`config.mk`:
```
export PLATFORM = sky130hd
export DESIGN_NAME = character_plane_writer
export DESIGN_NICKNAME = d
export VERILOG_FILES = /design/src/rtl/character_plane_writer.sv
export SDC_FILE = /design/constraint.sdc
export NUM_CORES = 1
export LEC_CHECK = 0
export CAP_MARGIN = 20
export CORE_ASPECT_RATIO = 2
export CORE_MARGIN = 2
export CORE_UTILIZATION = 50
export DETAILED_ROUTE_END_ITERATION = 10
export PLACE_DENSITY = 0.75
export SYNTH_ARGS = -nofsm -noshare
export SYNTH_HDL_FRONTEND = slang
export SYNTH_SLANG_ARGS = --single-unit
```
`constraint.sdc`:
```
create_clock -name clk -period 4.15 [get_ports clk]
set_input_delay 0.83 -clock clk [delete_from_list [all_inputs] [get_ports clk]]
set_output_delay 0.83 -clock clk [all_outputs]
set_load 0.01 [all_outputs]
```
`src/rtl/character_plane_writer.sv`:
```
// Write-side front end for the character plane: turns a handshaked byte stream into
// single-cycle cell writes, keeps the text cursor, and runs the full-plane blank sweep.
module character_plane_writer #(
  parameter int unsigned ROWS           = 16,
  parameter int unsigned COLS           = 40,
  parameter logic [7:0]  BLANK          = 8'h20,
  parameter bit          CLEAR_ON_RESET = 1'b1
) (
  input  logic       clk,
  input  logic       reset,
  input  logic [7:0] char_data,
  input  logic       char_valid,
  output logic       char_ready,
  output logic [7:0] wr_char_id,
  output logic [3:0] wr_row,
  output logic [5:0] wr_col,
  output logic       wr_en,
  output logic [3:0] cursor_row,
  output logic [5:0] cursor_col,
  output logic       busy
);

  typedef enum logic {IDLE, CLEAR} state_e;

  localparam logic [3:0] ROW_LAST = 4'(ROWS - 1);
  localparam logic [5:0] COL_LAST = 6'(COLS - 1);

  state_e     state_q, state_d;
  logic [3:0] cur_row_q, cur_row_d;
  logic [5:0] cur_col_q, cur_col_d;
  logic [3:0] swp_row_q, swp_row_d;
  logic [5:0] swp_col_q, swp_col_d;
  logic [7:0] wr_char_id_q, wr_char_id_d;
  logic [3:0] wr_row_q, wr_row_d;
  logic [5:0] wr_col_q, wr_col_d;
  logic       wr_en_q, wr_en_d;

  always_ff @(posedge clk or posedge reset) begin
    if (reset) begin
      state_q      <= CLEAR_ON_RESET ? CLEAR : IDLE;
      cur_row_q    <= '0;
      cur_col_q    <= '0;
      swp_row_q    <= '0;
      swp_col_q    <= '0;
      wr_char_id_q <= '0;
      wr_row_q     <= '0;
      wr_col_q     <= '0;
      wr_en_q      <= 1'b0;
    end else begin
      state_q      <= state_d;
      cur_row_q    <= cur_row_d;
      cur_col_q    <= cur_col_d;
      swp_row_q    <= swp_row_d;
      swp_col_q    <= swp_col_d;
      wr_char_id_q <= wr_char_id_d;
      wr_row_q     <= wr_row_d;
      wr_col_q     <= wr_col_d;
      wr_en_q      <= wr_en_d;
    end
  end

  always_comb begin
    state_d      = state_q;
    cur_row_d    = cur_row_q;
    cur_col_d    = cur_col_q;
    swp_row_d    = swp_row_q;
    swp_col_d    = swp_col_q;
    wr_char_id_d = wr_char_id_q;
    wr_row_d     = wr_row_q;
    wr_col_d     = wr_col_q;
    wr_en_d      = 1'b0;
    unique case (state_q)
      CLEAR: begin
        wr_en_d      = 1'b1;
        wr_char_id_d = BLANK;
        wr_row_d     = swp_row_q;
        wr_col_d     = swp_col_q;
        cur_row_d    = '0;
        cur_col_d    = '0;
        if (swp_col_q == COL_LAST) begin
          swp_col_d = '0;
          if (swp_row_q == ROW_LAST) begin
            swp_row_d = '0;
            state_d   = IDLE;
          end else begin
            swp_row_d = swp_row_q + 4'd1;
          end
        end else begin
          swp_col_d = swp_col_q + 6'd1;
        end
      end
      IDLE: begin
        if (char_valid) begin
          if (char_data >= 8'h20 && char_data <= 8'h7E) begin
            wr_en_d      = 1'b1;
            wr_char_id_d = char_data;
            wr_row_d     = cur_row_q;
            wr_col_d     = cur_col_q;
            if (cur_col_q == COL_LAST) begin
              cur_col_d = '0;
              cur_row_d = (cur_row_q == ROW_LAST) ? 4'd0 : cur_row_q + 4'd1;
            end else begin
              cur_col_d = cur_col_q + 6'd1;
            end
          end else begin
            unique case (char_data)
              8'h08: begin
                // Backspace at home does nothing; otherwise step back, then blank the new cell.
                if (cur_col_q != 6'd0 || cur_row_q != 4'd0) begin
                  if (cur_col_q == 6'd0) begin
                    cur_row_d = cur_row_q - 4'd1;
                    cur_col_d = COL_LAST;
                  end else begin
                    cur_col_d = cur_col_q - 6'd1;
                  end
                  wr_en_d      = 1'b1;
                  wr_char_id_d = BLANK;
                  wr_row_d     = cur_row_d;
                  wr_col_d     = cur_col_d;
                end
              end
              8'h0A: begin
                cur_col_d = '0;
                cur_row_d = (cur_row_q == ROW_LAST) ? 4'd0 : cur_row_q + 4'd1;
              end
              8'h0D: cur_col_d = '0;
              8'h0C: begin
                state_d   = CLEAR;
                swp_row_d = '0;
                swp_col_d = '0;
                cur_row_d = '0;
                cur_col_d = '0;
              end
              default: ;
            endcase
          end
        end
      end
      default: state_d = IDLE;
    endcase
  end

  always_comb begin
    char_ready = (state_q == IDLE);
    busy       = (state_q == CLEAR);
  end

  assign wr_char_id = wr_char_id_q;
  assign wr_row     = wr_row_q;
  assign wr_col     = wr_col_q;
  assign wr_en      = wr_en_q;
  assign cursor_row = cur_row_q;
  assign cursor_col = cur_col_q;

endmodule

```
After elaboration in Yosys (flattened, before gate mapping)
Index checks and enable logic that the tools add are counted.

Bits in registers: 40. Bits of input ports: 11. Output and inout bits: 31. Word-level logic and storage cells: 97.

Add/subtract/negate cells: 6. Order comparisons: 2. Equality and inequality tests: 18. Mux-type cells: 50. Bitwise gates (word level): 1. Reductions and logical operators: 11.

Operators by type and width (count): $mux W6 (12); $mux W4 (14); $pmux W6 S2 (4); $eq A8 B4 Y1 const B (4); $mux W8 (4); $pmux W4 S2 (3); $pmux W8 S2 (1); $add A6 B1 Y6 const B (2); $eq A6 B6 Y1 const B (2); $pmux W4 S3 (1); $mux W1 (9); $reduce_and A3 Y1 (3); $add A4 B1 Y4 const B (2); $eq A4 B4 Y1 const B (2); $ge A8 B6 Y1 const B (1); $le A8 B7 Y1 const B (1); $reduce_and A4 Y1 (2); $logic_not A6 Y1 (1); $ne A3 B1 Y1 const B (2); $reduce_bool A6 Y1 (1); $sub A6 B1 Y6 const B (1); $ne A5 B1 Y1 const B (1); $ne A2 B1 Y1 const B (2); $ne A2 B2 Y1 const B (2); other kinds (10) (11).

Logic depth before layout (Yosys ltp)
Gate-level depths: netlist of run 1.

Depth in word-level cells: 7. Depth in mapped cells: 10.

Least setup slack after synthesis of run 1
OpenSTA, ideal clock, no wires.

Path type: in2reg. Start point: in char_data[0]. End point: reg wr_col_q[1], in the netlist wr_col[1]. Library setup time: 125 ps. Arrival: 2201 ps. Data required time: 4025 ps. Path slack: 1824 ps. Cell stages on the path: 7. Path through: nor4b_4 and3b_2 nand2_4 a21o_4 inv_8 buf_12 mux2_4.

Longest elaborated chain between the ends: 5. Elaborated cells on any way between the ends: 10. Classes of those cells: order compare: 2; eq/ne: 3; mux: 3; reduce/logical: 2.

RTL lines: start, declared (RTL line 11) `input logic [7:0] char_data,`; $ge A8 B6 Y1 / $le A8 B7 Y1 (equally long branches) (RTL line 94) `if (char_data >= 8'h20 && char_data <= 8'h7E) begin`; $logic_and A1 B1 Y1 (RTL line 94); $mux W6 (RTL line 94); $mux W6 (RTL line 93) `if (char_valid) begin`; $pmux W6 S2 (RTL line 72) `unique case (state_q)`; end signal, assigned (RTL line 57) `wr_col_q <= wr_col_d;`; end, declared (RTL line 35) `logic [5:0] wr_col_q, wr_col_d;`.

Parallel ways exist; a longest one is shown, timed or not. The select of a mux whose other input is x is not followed. A chain may end at the register's enable or synchronous reset.

Final worst setup path of run 1
Start point: reg state_q, in the netlist busy. End point: out char_ready.

Longest elaborated chain between the ends: 1.

RTL lines: start, declared (RTL line 28) `state_e state_q, state_d;`; start signal, assigned (RTL line 40) `state_q <= CLEAR_ON_RESET ? CLEAR : IDLE;`; start signal, assigned (RTL line 50) `state_q <= state_d;`; $not A1 Y1 (RTL line 144) `char_ready = (state_q == IDLE);`; end, declared (RTL line 13) `output logic char_ready,`.

No other way between the ends.

==> impl_metrics.tcl, run 1 <==
set metrics [dict create \
    cts_inserted_buffers 5 \
    fin_tns_setup_ns 0 \
    firstDrtPassIters 4 \
    switching_share_pct 32.72 \
    final_max_slew_viol_count 0 \
    power.switching_mw 0.4042 \
    finalHoldViolCount 0 \
    top_layer "met4" \
    drt_first_iter_violations 103 \
    antenna_found_initial 0 \
    synth-seq-area-share_pct 36.95 \
    hold_class "reg2reg" \
    fmax_ghz 0.3364 \
    clkLatencyLatePin_ns 0.30 \
    drive_gt1_share_pct 11.18 \
    utilization_pct 60.22 \
    routedLengthMet1_mm 2.999 \
    power.static_leakage_nw 1.329 \
    cp_slowest_cell "clkdlybuf4s50_1" \
    nets 349 \
    htree_levels 2 \
    clock_skew_ns 0.01063 \
    ios 42 \
    p_per_area_nw_per_um2 385.2 \
    grt_max_degree 41 \
    netlist_area_um2 2713 \
    cts_root_buffer "clkbuf_8" \
    ir_drop_uv 340.7 \
    ys.flop_type "dfrtp_1" \
    cp_num_buf_inv 3 \
    rows 38 \
    post-dp-hpwl_mm 5.400 \
    required_ns 3.32 \
    ys_warn_count 0 \
    ant_nets 0 \
    drc 0 \
    grt_pass1_wl_mm 12.52 \
    final.period_utilization_pct 71.62 \
    cts_setup_buffers 0 \
    p_int_mw 0.8311 \
    wl_per_cell_um 19.17 \
    synth.distinct_cells 68 \
    num_antenna_cells 0 \
    maxSlewHeadroom_pct 37.47 \
    place.gp.congestion 0.9389 \
    dr_wl_met2_mm 3.741 \
    status "completed" \
    die_y_um 108.2 \
    cts_tree "done" \
    numPortBuffers 41 \
    cts.sinks 40 \
    synth_edf_count 0 \
    grt_pass1_vias 2527 \
    syn_nets 317 \
    die_x_um 56.08 \
    core_um2 5325 \
    endpoint_kind "output pin" \
    grtUsageTotal_pct 26.01 \
    synth_area_per_cell_um2 9.103 \
    drt_wl_total_mm 7.495 \
    tightest_slew_ns 0.9335 \
    cap_violations 0 \
    vias 2559 \
    path_max_fanout 28 \
    initial_utilization_pct 50.94 \
    path_cells "buf_4 > inv_1 > clkdlybuf4s50_1" \
    power_frac_comb_pct 31.9 \
    dieArea_um2 6066 \
    syn_inst 298 \
    ctsResizeCount 0 \
    clkPwrFrac_pct 21.1 \
    grt-ovfl-total 0 \
    max_stage_delay_ns 0.60 \
    synth-seq-cells 40 \
    area_delta_synth_final_pct 18.22 \
    crit_path_start_kind "flip-flop" \
    criticalPathCategory "reg2out" \
    rsz0062_at_grt "no" \
    clk_pin_slew_ns 0.08 \
    period_needed_ns 2.972 \
    via_per_inst 6.545 \
    cp.arrival_ns 2.14 \
    dr_wl_met3_um 357 \
    finalSetupViolations 0 \
    cp_top_family "buffers and inverters" \
    hold_buffers 0 \
    power_frac_seq_pct 47.1 \
    clock_path_buffers 2 \
    async_reset_ff_share_pct 100.0 \
]
==> through the flow <==
stage          hold slack (ns)  cell area (um2)  cells  total power, mW  worst slack [ns]
3_3_place_gp            0.4760             3122    383           0.9640             1.036
3_5_place_dp            0.4755             3122    383           0.9786            0.9388
5_1_grt                 0.5187             3207    391            1.308             1.059
6_report                0.4983             3207    391            1.235             1.178
4_1_cts                 0.5026             3207    391            1.243             1.187
2_1_floorplan           0.4677             2713    298           0.8000             1.824
==> cells in the final DEF, fill, tap and decap left out, types with 3 or more instances in the layout <==
cell type,n
a21o_1,3
a221o_1,3
buf_4,3
a21oi_1,11
o31ai_1,4
o22ai_1,4
o21a_1,4
clkbuf_8,5
inv_1,18
nor4_1,5
nor2b_1,3
mux2i_1,5
a31oi_1,6
o21ai_0,22
mux2_2,11
dfrtp_1,39
nand3_1,14
nand2_1,23
nor2_1,19
ha_1,8
nor3_1,6
clkdlybuf4s50_1,41
nand4_1,8
or3_1,4
a221oi_1,3
==> cell usage after synthesis, types with 2 or more instances <==
master	instances	area share (%)
a32oi_1	2	0.65
dfrtp_1	39	36
a31oi_1	6	1.4
mux2_4	2	1.1
ha_1	8	3.7
nor4_1	5	1.2
o31ai_1	4	1.1
nor2b_1	3	0.69
o211a_1	2	0.74
a221oi_1	3	0.97
xor2_1	2	0.65
o2bb2ai_1	2	0.65
and3_1	2	0.46
nand4b_1	2	0.65
or3_1	4	0.92
mux2i_1	5	1.8
o21a_1	4	1.1
nor3b_1	2	0.55
nand3_1	14	2.6
clkbuf_1	9	1.2
o21ai_0	22	4.1
xnor2_1	2	0.65
nand4_1	8	1.8
a21oi_1	11	2.0
a221o_1	3	1.1
a211oi_1	2	0.55
a21o_1	3	0.83
o211ai_1	2	0.55
a22oi_1	2	0.55
a22o_1	2	0.65
nand2_1	23	3.2
buf_2	8	1.5
nor2_1	19	2.6
and2_1	2	0.46
inv_1	18	2.5
nor3_1	6	1.1
mux2_2	11	4.6
o22ai_1	4	0.92
==> routing by layer <==
metal  global-route usage [%]  vias up
li1                         -     1172
met1                    31.93     1251
met2                    42.86      105
met3                    3.828       31
met4                    15.31        0
met5                        0        -
==> worst paths after layout <==
check / startpoint / slack (ns) / end / cells after the start
hold reg to reg: wr_char_id[7]$_DFFE_PP0P_ / 0.50 / wr_char_id[7]$_DFFE_PP0P_ / 1
setup reg to reg: cursor_col[0]$_DFFE_PP0P_ / 1.68 / wr_col[4]$_DFFE_PP0P_ / 8
max in group asynchronous: reset / 2.83 / cursor_col[2]$_DFFE_PP0P_ / 3
hold / removal: wr_char_id[7]$_DFFE_PP0P_ / 0.50 / wr_char_id[7]$_DFFE_PP0P_ / 1
min in group asynchronous: reset / 0.96 / swp_col_q[4]$_DFFE_PP0P_ / 3
setup / recovery: busy$_DFF_PP1_ / 1.18 / char_ready / 3
==> flip-flops by register name, summed over array words and instances, names as in the netlist <==
name / flops
swp_col_q: 6
wr_en: 1
wr_row: 4
wr_char_id: 8
busy: 1
cursor_row: 4
wr_col: 6
cursor_col: 6
swp_row_q: 4
==> power by group through the flow <==
stage / Combinational, mW / Sequential [mW] / Clock [mW]
finish: 0.394 / 0.582 / 0.260
global route: 0.430 / 0.596 / 0.282
global placement: 0.383 / 0.582 / 0
CTS: 0.396 / 0.580 / 0.267
floorplan: 0.215 / 0.585 / 0
detailed placement: 0.393 / 0.586 / 0
==> area by class of cell <==
class / count / area (um2)
Clock inverter: 2 / 12.51
Tap cell: 60 / 75.07
Fill cell: 485 / 2118
Clock buffer: 6 / 72.57
Timing Repair Buffer: 44 / 432.9
Sequential cell: 40 / 1002
Inverter: 19 / 78.83
Multi-Input combinational cell: 220 / 1533
==> logic make-up (layout without fill, tap and decap cells) <==
group | count (synthesis) | count (layout) | synth area share, %
flops | 40 | 40 | 36.95
mux | 18 | 18 | 7.519
xor+xnor | 4 | 4 | 1.292
simple gates | 100 | 100 | 20.53
fa+ha+maj | 8 | 8 | 3.690
compound gates | 90 | 90 | 23.48
buf+inv | 38 | 71 | 6.549
==> worst reg2reg max path: stages (launching register included) <==
cell,delay (ns)
dfrtp_1,0.54
inv_1,0.14
ha_1,0.24
nor2b_1,0.23
a31oi_1,0.33
nand2_4,0.15
a21o_4,0.27
inv_8,0.12
mux2_2,0.35
No activity file was read; power rests on OpenSTA's default activity.
==> inputs of run 2 (changes only) <==
- CORE_UTILIZATION: 50 -> 49
- PLACE_DENSITY: 0.75 -> 0.77
- clock period: 4.15 -> 2.6 ns (I/O delays scaled with it)
==> impl_metrics.tcl, run 2 (same netlist as run 1, synthesis figures left out) <==
set metrics [dict create \
    die_y_um 109.2 \
    grt-ovfl-total 0 \
    final.period_utilization_pct 92.16 \
    cts_inserted_buffers 5 \
    ctsResizeCount 0 \
    clkPwrFrac_pct 27.0 \
    crit_path_start_kind "input pin" \
    p_per_area_nw_per_um2 623.0 \
    drive_gt1_share_pct 17.70 \
    largest_register_ffs 8 \
    area_delta_synth_final_pct 26.66 \
    hold_class "reg2reg" \
    post-dp-hpwl_mm 5.922 \
    r2r_slack_ns 0.25 \
    initial_utilization_pct 50.49 \
    power_frac_comb_pct 29.6 \
    rsz0062_at_grt "no" \
    path_max_fanout 7 \
    cp.arrival_ns 2.57 \
    clock_path_buffers 2 \
    crit-reg2reg-launch "cursor_col[0]$_DFFE_PP0P_" \
    grt_pass1_vias 2542 \
    num_antenna_cells 0 \
    clk_pin_slew_ns 0.09 \
    antenna_found_initial 0 \
    cts.sinks 40 \
    cts_setup_buffers 0 \
    numPortBuffers 41 \
    clock_skew_ns 0.01044 \
    dieArea_um2 6183 \
    mostFrequentLayoutCells "clkdlybuf4s50_1, dfrtp_1, buf_4" \
    hold_buffers 0 \
    fin_tns_setup_ns 0 \
    r2r_cells 8 \
    switching_share_pct 30.38 \
    period_needed_ns 2.396 \
    die_x_um 56.61 \
    firstDrtPassIters 5 \
    maxSlewHeadroom_pct 54.03 \
    status "completed" \
    grt_max_degree 41 \
    power.switching_mw 0.6503 \
    ir_drop_uv 570.5 \
    core_um2 5373 \
    required_ns 2.77 \
    ant_nets 0 \
    n_fill_cell 471 \
    p_int_mw 1.490 \
    finalHoldViolCount 0 \
    clkLatencyLatePin_ns 0.31 \
    htree_levels 2 \
    crit_path_start "char_data[4]" \
    power_frac_seq_pct 43.4 \
    vias 2596 \
    wl_per_cell_um 18.82 \
    regToRegEndpoint "cursor_row[3]$_DFFE_PP0P_" \
    nets 374 \
    cap_violations 0 \
    cts_tree "done" \
    endpoint_kind "flip-flop" \
    criticalPathCategory "in2reg" \
    endpoint "cursor_col[4]$_DFFE_PP0P_" \
    place.gp.congestion 0.9637 \
    final_common_cell "clkdlybuf4s50_1" \
    ios 42 \
    cts_root_buffer "clkbuf_8" \
    finalSetupViolations 0 \
    fmax_ghz 0.4173 \
    tightest_slew_ns 0.6832 \
    rows 38 \
    via_per_inst 6.240 \
    grtUsageTotal_pct 27.19 \
    drt_wl_total_mm 7.830 \
    power.static_leakage_nw 1.477 \
    total_power_mw 2.140 \
    drc 0 \
    final_max_slew_viol_count 0 \
    drt_first_iter_violations 106 \
    grt_pass1_wl_mm 12.88 \
]
-- run 2: layout make-up --
type,count,area (um2),share of cell area [%]
Multi-Input combinational cell,220,1533,44.61
Sequential cell,40,1002,29.17
Timing Repair Buffer,69,620.6,18.06
Clock buffer,7,96.34,2.804
Inverter,19,78.83,2.294
Tap cell,60,75.07,2.185
Clock inverter,1,30.03,0.8740
-- run 2: worst max-delay path: stages --
cell	delay, ns
clkdlybuf4s50_1	0.51
nor4_1	0.58
o211a_1	0.28
nor2_2	0.08
buf_4	0.16
a221oi_1	0.28
o22ai_1	0.16
-- run 2: through the flow --
step	cell area, um2	setup WS [ns]	cells	utilization, %	hold slack [ns]
floorplan	2713	0.3080	298	-	0.4677
finish	3436	0.2037	416	63.95	0.4962
CTS	3436	0.2661	416	63.95	0.5017
global placement	3309	0.01432	408	61.60	0.4717
global route	3436	0.1816	416	63.95	0.5208
detailed placement	3309	-0.06885	408	61.60	0.4841
-- run 2: power groups by stage --
stage / logic [mW] / registers, mW / clock network (mW)
6_report: 0.634 / 0.928 / 0.578
5_1_grt: 0.702 / 0.951 / 0.609
3_5_place_dp: 0.634 / 0.936 / 0
3_3_place_gp: 0.612 / 0.929 / 0
4_1_cts: 0.637 / 0.925 / 0.589
2_1_floorplan: 0.344 / 0.933 / 0
-- run 2: worst min-delay path by stage --
stage,endpoint,slack [ns],from,cells after the start
final,wr_char_id[7]$_DFFE_PP0P_,0.50,wr_char_id[7]$_DFFE_PP0P_,1
after global routing,wr_char_id[7]$_DFFE_PP0P_,0.52,wr_char_id[7]$_DFFE_PP0P_,1
after CTS,swp_col_q[5]$_DFFE_PP0P_,0.50,swp_col_q[5]$_DFFE_PP0P_,1
after detailed placement,wr_char_id[7]$_DFFE_PP0P_,0.48,wr_char_id[7]$_DFFE_PP0P_,1
after global placement,wr_char_id[7]$_DFFE_PP0P_,0.47,wr_char_id[7]$_DFFE_PP0P_,1
after floorplan,swp_row_q[3]$_DFFE_PP0P_,0.47,swp_row_q[3]$_DFFE_PP0P_,1
-- run 2: routing by layer --
layer  share of wire (%)  track usage, %
met3                 4.6           3.203
met1                  39           31.86
met2                  51           46.18
met5                   0               0
met4                 5.5           17.35
